<file path="src/rtl/seq_multiplier.sv">
// Radix-2 shift-add sequential multiplier: one partial product per enabled cycle, WIDTH cycles per product.
// Optional two's-complement operation is enabled by defining SEQ_MULTIPLIER_SIGNED_EN (adds the signed_mode port).
module seq_multiplier #(
  parameter int unsigned WIDTH = 16,
  parameter int unsigned CNT_W = 5
) (
  input  logic                 clock,
  input  logic                 reset_n,
  input  logic                 enable,
  input  logic                 start,
  input  logic [WIDTH-1:0]     op1,
  input  logic [WIDTH-1:0]     op2,
`ifdef SEQ_MULTIPLIER_SIGNED_EN
  input  logic                 signed_mode,
`endif
  output logic                 busy,
  output logic                 done,
  output logic [2*WIDTH-1:0]   result
);

  localparam int unsigned PW = 2 * WIDTH;

  typedef enum logic [1:0] {
    IDLE = 2'd0,
    RUN  = 2'd1,
    DONE = 2'd2
  } state_t;

  state_t             state_q, state_d;
  logic [CNT_W-1:0]   cnt_q, cnt_d;
  logic [WIDTH-1:0]   mcand_q, mcand_d;
  // Upper half accumulates partial sums; lower half holds the remaining multiplier bits.
  logic [PW-1:0]      acc_q, acc_d;
  logic [PW-1:0]      result_q, result_d;
  logic               busy_q, busy_d;
  logic               done_q, done_d;
  logic               neg_q, neg_d;

  logic [WIDTH:0]     sum;
  logic [PW-1:0]      prod;
  logic [WIDTH-1:0]   mag1, mag2;
  logic               neg_start;

  // Signed operands are multiplied as magnitudes; the sign is reapplied on completion.
`ifdef SEQ_MULTIPLIER_SIGNED_EN
  always_comb begin
    mag1      = (signed_mode && op1[WIDTH-1]) ? WIDTH'(-op1) : op1;
    mag2      = (signed_mode && op2[WIDTH-1]) ? WIDTH'(-op2) : op2;
    neg_start = signed_mode && (op1[WIDTH-1] ^ op2[WIDTH-1]);
  end
`else
  always_comb begin
    mag1      = op1;
    mag2      = op2;
    neg_start = 1'b0;
  end
`endif

  // One shift-add step.
  always_comb begin
    sum  = {1'b0, acc_q[PW-1:WIDTH]} + (acc_q[0] ? {1'b0, mcand_q} : (WIDTH+1)'(0));
    prod = {sum, acc_q[WIDTH-1:1]};
  end

  // Next-state and output logic.
  always_comb begin
    state_d  = state_q;
    cnt_d    = cnt_q;
    mcand_d  = mcand_q;
    acc_d    = acc_q;
    result_d = result_q;
    busy_d   = busy_q;
    done_d   = done_q;
    neg_d    = neg_q;

    if (enable) begin
      case (state_q)
        IDLE, DONE: begin
          if (start) begin
            state_d = RUN;
            cnt_d   = '0;
            mcand_d = mag1;
            acc_d   = {WIDTH'(0), mag2};
            neg_d   = neg_start;
          end else begin
            state_d = IDLE;
          end
        end
        RUN: begin
          acc_d = prod;
          cnt_d = cnt_q + CNT_W'(1);
          if (cnt_q == CNT_W'(WIDTH - 1)) begin
            state_d  = DONE;
            result_d = neg_q ? PW'(-prod) : prod;
          end
        end
        default: state_d = IDLE;
      endcase
      busy_d = (state_d == RUN);
      done_d = (state_d == DONE);
    end
  end

  always_ff @(posedge clock or negedge reset_n) begin
    if (!reset_n) begin
      state_q  <= IDLE;
      cnt_q    <= '0;
      mcand_q  <= '0;
      acc_q    <= '0;
      result_q <= '0;
      busy_q   <= 1'b0;
      done_q   <= 1'b0;
      neg_q    <= 1'b0;
    end else begin
      state_q  <= state_d;
      cnt_q    <= cnt_d;
      mcand_q  <= mcand_d;
      acc_q    <= acc_d;
      result_q <= result_d;
      busy_q   <= busy_d;
      done_q   <= done_d;
      neg_q    <= neg_d;
    end
  end

  assign busy   = busy_q;
  assign done   = done_q;
  assign result = result_q;

endmodule
</file>
<file path="config.mk">
export PLATFORM = sky130hd
export DESIGN_NAME = seq_multiplier
export DESIGN_NICKNAME = d
export VERILOG_FILES = /design/src/rtl/seq_multiplier.sv
export SDC_FILE = /design/constraint.sdc
export NUM_CORES = 1
export LEC_CHECK = 0
export CAP_MARGIN = 20
export CORE_UTILIZATION = 45
export DETAILED_ROUTE_END_ITERATION = 10
export HOLD_SLACK_MARGIN = 0.15
export PLACE_DENSITY = 0.72
export SLEW_MARGIN = 10
export SYNTH_ARGS = -nofsm -noshare
export SYNTH_HDL_FRONTEND = slang
export SYNTH_SLANG_ARGS = --single-unit
</file>
<file path="constraint.sdc">
create_clock -name clock -period 2.3 [get_ports clock]
set_input_delay 0.575 -clock clock [delete_from_list [all_inputs] [get_ports clock]]
set_output_delay 0.575 -clock clock [all_outputs]
set_load 0.01 [all_outputs]
</file>
* Word-level counts from Yosys, hierarchy flattened
Index checks and enable logic that the tools add are counted.
** Cells by class
- Add/subtract/negate cells :: 2
- Multiply operators :: 0
- Divide/modulo/power cells :: 0
- $lt $le $gt $ge :: 0
- Equality and inequality tests :: 6
- Shifts and indexed selects :: 0
- Multiplexer cells :: 9
- Bitwise gates (word level) :: 0
- Reductions and logical operators :: 6
** Operators by type and width (count)
- $pmux W32 S2 :: 1
- $mux W32 :: 1
- $add A16 B16 Y17 :: 1
- $mux W16 :: 1
- $pmux W5 S2 :: 1
- $reduce_and A3 Y1 :: 3
- $add A5 B1 Y5 const B :: 1
- $eq A5 B4 Y1 const B :: 1
- $mux W5 :: 1
- $eq A2 B1 Y1 const B :: 2
- $eq A2 B2 Y1 const B :: 2
- $mux W2 :: 2
- $pmux W2 S2 :: 1
- $logic_not A2 Y1 :: 1
- $ne A2 B2 Y1 const B :: 1
- $reduce_bool A2 Y1 :: 1
- $reduce_or A2 Y1 :: 1
- $mux W1 :: 1
** Word-level totals
- Bits in registers :: 89
- Bits in latches :: 0
- RAM bits :: 0
- Memory bits (read-only) :: 0
- Input bits :: 36
- Output and inout port bits :: 34
- Logic and storage cells :: 30
- Memories :: 0

* Logic depth before layout (Yosys ltp)
Gate-level depths: netlist of run 1.
- Word-level depth :: 5
- Depth in mapped cells :: 11
- Mapped depth without buffers :: 10

* Least setup slack after synthesis of run 1
Ideal clock, no wire load.
- Kind :: reg2reg
- Start :: reg acc_q[0]
- End :: reg acc_q[29]
- Setup time :: 0.135 ns
- Data arrival time :: 2.349 ns
- Required time :: 2.165 ns
- Path slack :: -0.184 ns
- Stages on the path, launching flop included :: 12
- Path buffers :: 1
- Period minus slack after synthesis :: 2.484 ns
- Cells stage by stage :: dfrtp_1 clkbuf_1 and2_1 ha_1 inv_1 fa_1 and2b_1 o2111ai_1 a2111oi_0 or3_1 xnor2_1 o21ai_0
** Between the ends
- Cells in the longest elaborated chain, start to end :: 3
** Ends and longest elaborated chain
- start, declared :: RTL line 33 : logic [PW-1:0] acc_q, acc_d;
- start signal, assigned :: RTL line 109 : acc_q <= '0;
- start signal, assigned :: RTL line 118 : acc_q <= acc_d;
- $mux W16 :: RTL line 61 : sum = {1'b0, acc_q[PW-1:WIDTH]} + (acc_q[0] ? {1'b0, mcand_q} : (WIDTH+1)'(0));
- $add A16 B16 Y17 :: RTL line 61
- $pmux W32 S2 :: RTL line 77 : case (state_q)
Every way passes these cells.
A chain may end at the register's enable or synchronous reset.

* Worst setup path in the final report of run 1
Same ends and word-level chain as after synthesis.

==> metrics.cfg, run 1 <==
[power]
p_per_area_nw_per_um2 = 1110
power_mw = 6.28
power_leakage_nw = 2.70
ir_worst_vdd_mv = 0.478

[run]
maxCapViolCount = 0

[yosys]
netlist_top_cells_area = dfrtp_1, nand2_1, ha_1
postSynthAreaPerCell_um2 = 9.05
ys_types = 39
syn_nets = 526
synth_edf_count = 0
netlist_instances = 471
synth_area_um2 = 4260
yosysTopAreaCell = dfrtp_1
synth_commonest_cells = nand2_1, dfrtp_1, o21ai_0, clkbuf_1, ha_1
seq_area_frac_synth_pct = 52.2
async_flop_share_pct = 100
yosysWarnings = 0
netlist.area_leader.share_pct = 52.2
synth_ff_type = dfrtp_1
yosysMostFrequentCell = nand2_1
yosys_register_bits = 89

[clocking]
clk_path_buf_depth = 2
clkLatencyLatePin_ps = 370
cts_tree = done
cts_made_buffers = 9
root_buffer = clkbuf_8
htreeDepth = 3
path_clk_slew_ps = 90
clock_sinks = 89

[sta]
hold_violations = 0
post-route-period-util_pct = 97.9
slew_headroom_pct = 64.2
fmax_mhz = 444
drv_slew = 0
tns_ps = 0
fin_skew_ps = 13.4
rsz0062_at_grt = yes
setup_violations = 0
worstMarginPinSlew_ps = 537
min_period_ps = 2250

[global_routing]
grt_max_degree = 59
antenna_found_initial = 0
grt_pass1_wl_mm = 16.8
grt_overflow_total = 0
grt_pass1_vias = 3566
gr-usage-all-layers_pct = 21.9

[worst_hold_path]
whs_path_depth = 2
hold_end = mcand_q[15]$_DFFE_PN0P_
worstHoldStart = mcand_q[15]$_DFFE_PN0P_
hp-class = reg -> reg

[place]
io_buffers = 69
dp.final_hpwl_mm = 6.98
gp_congestion = 0.920
placed_cells = 655
place_area_um2 = 5230

[floorplanning]
die_x_um = 99.3
design.core.area_um2 = 9200
io_pins = 70
num_rows = 35
dieArea_um2 = 9870
start_util_pct = 46.4
die_h_um = 99.3

[outcome]
outcome = completed

[critical_path]
r2r_end = acc_q[29]$_DFFE_PN0P_
end_kind = flop
r2r_slack_ps = 50
r2r-start = acc_q[0]$_DFFE_PN0P_
crit_arrival_ps = 2510
path_max_fanout = 3
cp-start-kind = flop
r2r_cells = 10
crit_type = reg -> reg
critPathRequiredTime_ps = 2560

[detailed_routing]
drt_wl_total_mm = 10.3
vias = 3602
ant_nets = 0
wl_per_cell_um = 15.1
route.detailed.drc = 0
drtIter0Drc = 153
avgViaCountPerCell = 5.31
drt_first_pass_iters = 5

[cells_and_area]
layout.cells.non_filler = 678
syn2layout_area_growth_pct = 32.3
post_route_cells_drive_above_1_share_pct = 13.9
nNetsFinal = 617
design_area_um2 = 5640
diodes = 0
fin_util_pct = 61.4

[worst max-delay path: stages (launching register included)]
cell and delay [ps]:
dfrtp_1 380, and2_4 160, ha_4 130, inv_2 30, fa_2 340, and2b_1 250
o2111ai_2 140, a2111oi_2 300, or3_1 190, xnor2_2 130, o21ai_1 100
[per-stage QoR]
step	worst slack (ps)	hold slack (ps)
5_1_grt	-101	516
6_report	47.2	479
3_3_place_gp	19.0	455
4_1_cts	4.06	483
3_5_place_dp	-23.0	458
2_1_floorplan	-54.4	279
[cells in the final DEF, fill, tap and decap left out, types with 2 or more instances in the layout]
cell,instances
a31oi_1,4
nor2_2,2
inv_1,8
nor2_1,9
clkdlybuf4s50_1,68
nand3_1,6
nand2_2,3
ha_1,9
a22oi_1,16
clkbuf_8,9
xor2_1,7
buf_12,2
and2_1,15
nand2_1,173
nand4_1,4
a21oi_2,2
inv_8,2
bufinv_16,2
ha_2,4
xnor2_1,8
o21ai_0,32
buf_4,30
dfrtp_1,89
a21oi_1,12
ha_4,5
inv_6,2
and3_1,2
o21ai_1,9
a21o_1,6
[area by class of cell]
cell class	instances	area, um^2
sequential	89	2230
clock buffer	9	124
fill	805	3550
multi-input combinational	352	2050
timing repair buffer	101	956
clock inverter	7	109
tap	111	139
inverter	9	33.8
[sequential cells by signal, indices dropped and copies added, names as in the netlist]
register / flops
done: 1
state_q: 2
mcand_q: 16
result: 32
cnt_q: 5
busy: 1
acc_q: 32
[logic make-up (layout without fill, tap and decap cells)]
logic type | Yosys count | count (layout) | synth area share (%)
fa+ha+maj | 19 | 19 | 5.75
simple gates | 220 | 220 | 21.2
buf+inv | 30 | 126 | 2.70
flops | 89 | 89 | 52.2
compound gates | 97 | 97 | 14.9
xor+xnor | 16 | 16 | 3.29
[report_power, final]
group          leakage [nW]  internal (mW)  total (mW)  switching (mW)
logic                  1.41           1.22        2.48            1.26
registers              1.17           2.14        2.54           0.398
clock network         0.118          0.637        1.26           0.622
[metal layers]
metal | part of all wire [%] | track usage (%) | vias up
met3 | 5.8 | 4.29 | 22
met5 | 0 | 0 | -
met1 | 44 | 27.9 | 1710
met2 | 48 | 36.2 | 118
li1 | - | - | 1752
met4 | 2.7 | 10.2 | 0
[worst max path at each step]
stage	from	cells after the start	to
final	acc_q[0]$_DFFE_PN0P_	10	acc_q[29]$_DFFE_PN0P_
after floorplan	acc_q[0]$_DFFE_PN0P_	11	acc_q[29]$_DFFE_PN0P_
after global routing	acc_q[0]$_DFFE_PN0P_	10	result[29]$_DFFE_PN0P_
after detailed placement	acc_q[0]$_DFFE_PN0P_	10	acc_q[27]$_DFFE_PN0P_
after CTS	acc_q[0]$_DFFE_PN0P_	10	result[28]$_DFFE_PN0P_
after global placement	acc_q[0]$_DFFE_PN0P_	10	result[29]$_DFFE_PN0P_
[repair_timing]
action	CTS	global route
hold endpoints to repair	22	0
setup endpoints to repair	8	18
setup buffers	0	6
hold buffers	1	0
gates resized for setup	5	22
pin swaps	8	11
(Power assumes the default switching activity.)
==> inputs of run 2 (changes only) <==
--- a/config.mk
+++ b/config.mk
@@ -9,6 +9,7 @@
 export CORE_UTILIZATION = 45
 export DETAILED_ROUTE_END_ITERATION = 10
 export HOLD_SLACK_MARGIN = 0.15
+export MAX_ROUTING_LAYER = met4
 export PLACE_DENSITY = 0.72
 export SLEW_MARGIN = 10
 export SYNTH_ARGS = -nofsm -noshare
==> run 2 against run 1 <==
Net effect:
- core utilization grew 1.7 points
- largest power group is now combinational logic
- global-route usage grew 1.1 points
- combinational power grew 7%
- highest routed layer unchanged
- the flow now finishes with violations (setup timing)
==> metrics.cfg, run 2 (same netlist as run 1, synthesis figures left out) <==
[cells_and_area]
nNetsFinal = 620
layout_commonest_cell = nand2_1
diodes = 0
syn2layout_area_growth_pct = 36.0
layout.cells.non_filler = 681
design_area_um2 = 5800
post_route_cells_drive_above_1_share_pct = 16.0
layout.cells.most_common_list = nand2_1, dfrtp_1, clkdlybuf4s50_1

[critical_path]
critPathRequiredTime_ps = 2540
crit_arrival_ps = 2560
crit_type = reg -> reg
cp-start-kind = flop
end_kind = flop
path_max_fanout = 4
r2r_slack_ps = -20

[place]
placed_cells = 661
gp_congestion = 0.835
dp.final_hpwl_mm = 7.21
io_buffers = 69
place_area_um2 = 5320

[sta]
drv_slew = 0
fmax_mhz = 431
min_period_ps = 2320
fin_skew_ps = 10.1
setup_violations = 2
rsz0062_at_grt = yes
worstMarginPinSlew_ps = 501
tns_ps = -29.2
hold_violations = 0
slew_headroom_pct = 66.6
post-route-period-util_pct = 101
whs_ps = 182
setup_ws_ps = -17.8

[floorplanning]
start_util_pct = 46.4
die_h_um = 99.3
die_x_um = 99.3
dieArea_um2 = 9870
num_rows = 35
design.core.area_um2 = 9200
io_pins = 70

[detailed_routing]
route.detailed.drc = 0
avgViaCountPerCell = 5.23
drtIter0Drc = 113
drt_wl_total_mm = 10.3
ant_nets = 0
drt_first_pass_iters = 4
wl_per_cell_um = 15.1
vias = 3560

[clocking]
clk_path_buf_depth = 2
cts_tree = done
cts_made_buffers = 9
htreeDepth = 3
clkLatencyLatePin_ps = 360
clock_sinks = 89
path_clk_slew_ps = 90
root_buffer = clkbuf_8

[global_routing]
grt_pass1_vias = 3742
grt_overflow_total = 0
grt_use_met1_pct = 28.6
gr-usage-met3_pct = 3.30
grt_pass1_wl_mm = 17.4
antenna_found_initial = 0
grt_max_degree = 40
gr-usage-all-layers_pct = 23.0
met2_usage_pct = 39.7
grt_most_used_layer = met2

[worst_hold_path]
hp-class = in -> async

[power]
power_leakage_nw = 2.77
power_mw = 6.43
power_frac_clock_pct = 19.3
p_sw_mw = 2.31
p_per_area_nw_per_um2 = 1110
switching_share_pct = 35.9
pwr-share-comb_pct = 41.1
ir_worst_vdd_mv = 0.619
p_seq_share_pct = 39.5
p_int_mw = 4.13

[outcome]
outcome = complete, but fails checks
violations = setup timing

[run]
maxCapViolCount = 0

run 2: routing by layer:
layer	vias up	routed length (um)
met5	-	0
met4	0	99
met3	11	307
met2	68	5150
met1	1734	4720
li1	1747	-
run 2: worst paths after layout:
| check | end | from | cells after the start |
|---|---|---|---|
| max in group asynchronous | result[16]$_DFFE_PN0P_ | reset_n | 2 |
| min in group clock | mcand_q[15]$_DFFE_PN0P_ | mcand_q[15]$_DFFE_PN0P_ | 2 |
| setup / recovery | result[27]$_DFFE_PN0P_ | acc_q[0]$_DFFE_PN0P_ | 10 |
| hold / removal | result[18]$_DFFE_PN0P_ | reset_n | 1 |
| hold reg to reg | mcand_q[15]$_DFFE_PN0P_ | mcand_q[15]$_DFFE_PN0P_ | 2 |
| setup reg to reg | result[27]$_DFFE_PN0P_ | acc_q[0]$_DFFE_PN0P_ | 10 |
run 2: what timing repair did:
item / in CTS / in global routing
gates resized for setup: 13 / 33
pin swaps: 9 / 16
hold buffers: 0 / 0
endpoints found under the setup margin: 14 / 22
setup buffers: 2 / 2
run 2: final cells by class:
class / instances / area, um^2
Clock buffer: 10 / 138
Clock inverter: 6 / 95.1
Fill cell: 790 / 3400
Inverter: 9 / 33.8
Multi-Input combinational cell: 352 / 2150
Sequential cell: 89 / 2230
Tap cell: 111 / 139
Timing Repair Buffer: 104 / 1020
run 2: power by group through the flow:
stage               combinational, mW  clock [mW]  sequential (mW)
floorplan                        1.28           0             2.52
global placement                 2.32           0             2.53
detailed placement               2.38           0             2.55
CTS                              2.45        1.27             2.53
global route                     2.95        1.33             2.61
finish                           2.65        1.24             2.54
run 2: through the flow:
step	utilization [%]	setup slack [ps]
floorplan	-	-54.4
finish	63.1	-17.8
CTS	61.0	-61.3
global route	63.1	-151
detailed placement	57.8	-112
global placement	57.8	-35.0
run 2: worst max-delay path, stage by stage, from the launching register on:
cell	delay, ps
dfrtp_1	430
and2_1	180
ha_2	170
inv_2	50
fa_2	180
and2b_1	190
o2111ai_2	230
nand2_2	130
a311o_1	390
xnor2_2	180
o21ai_1	70
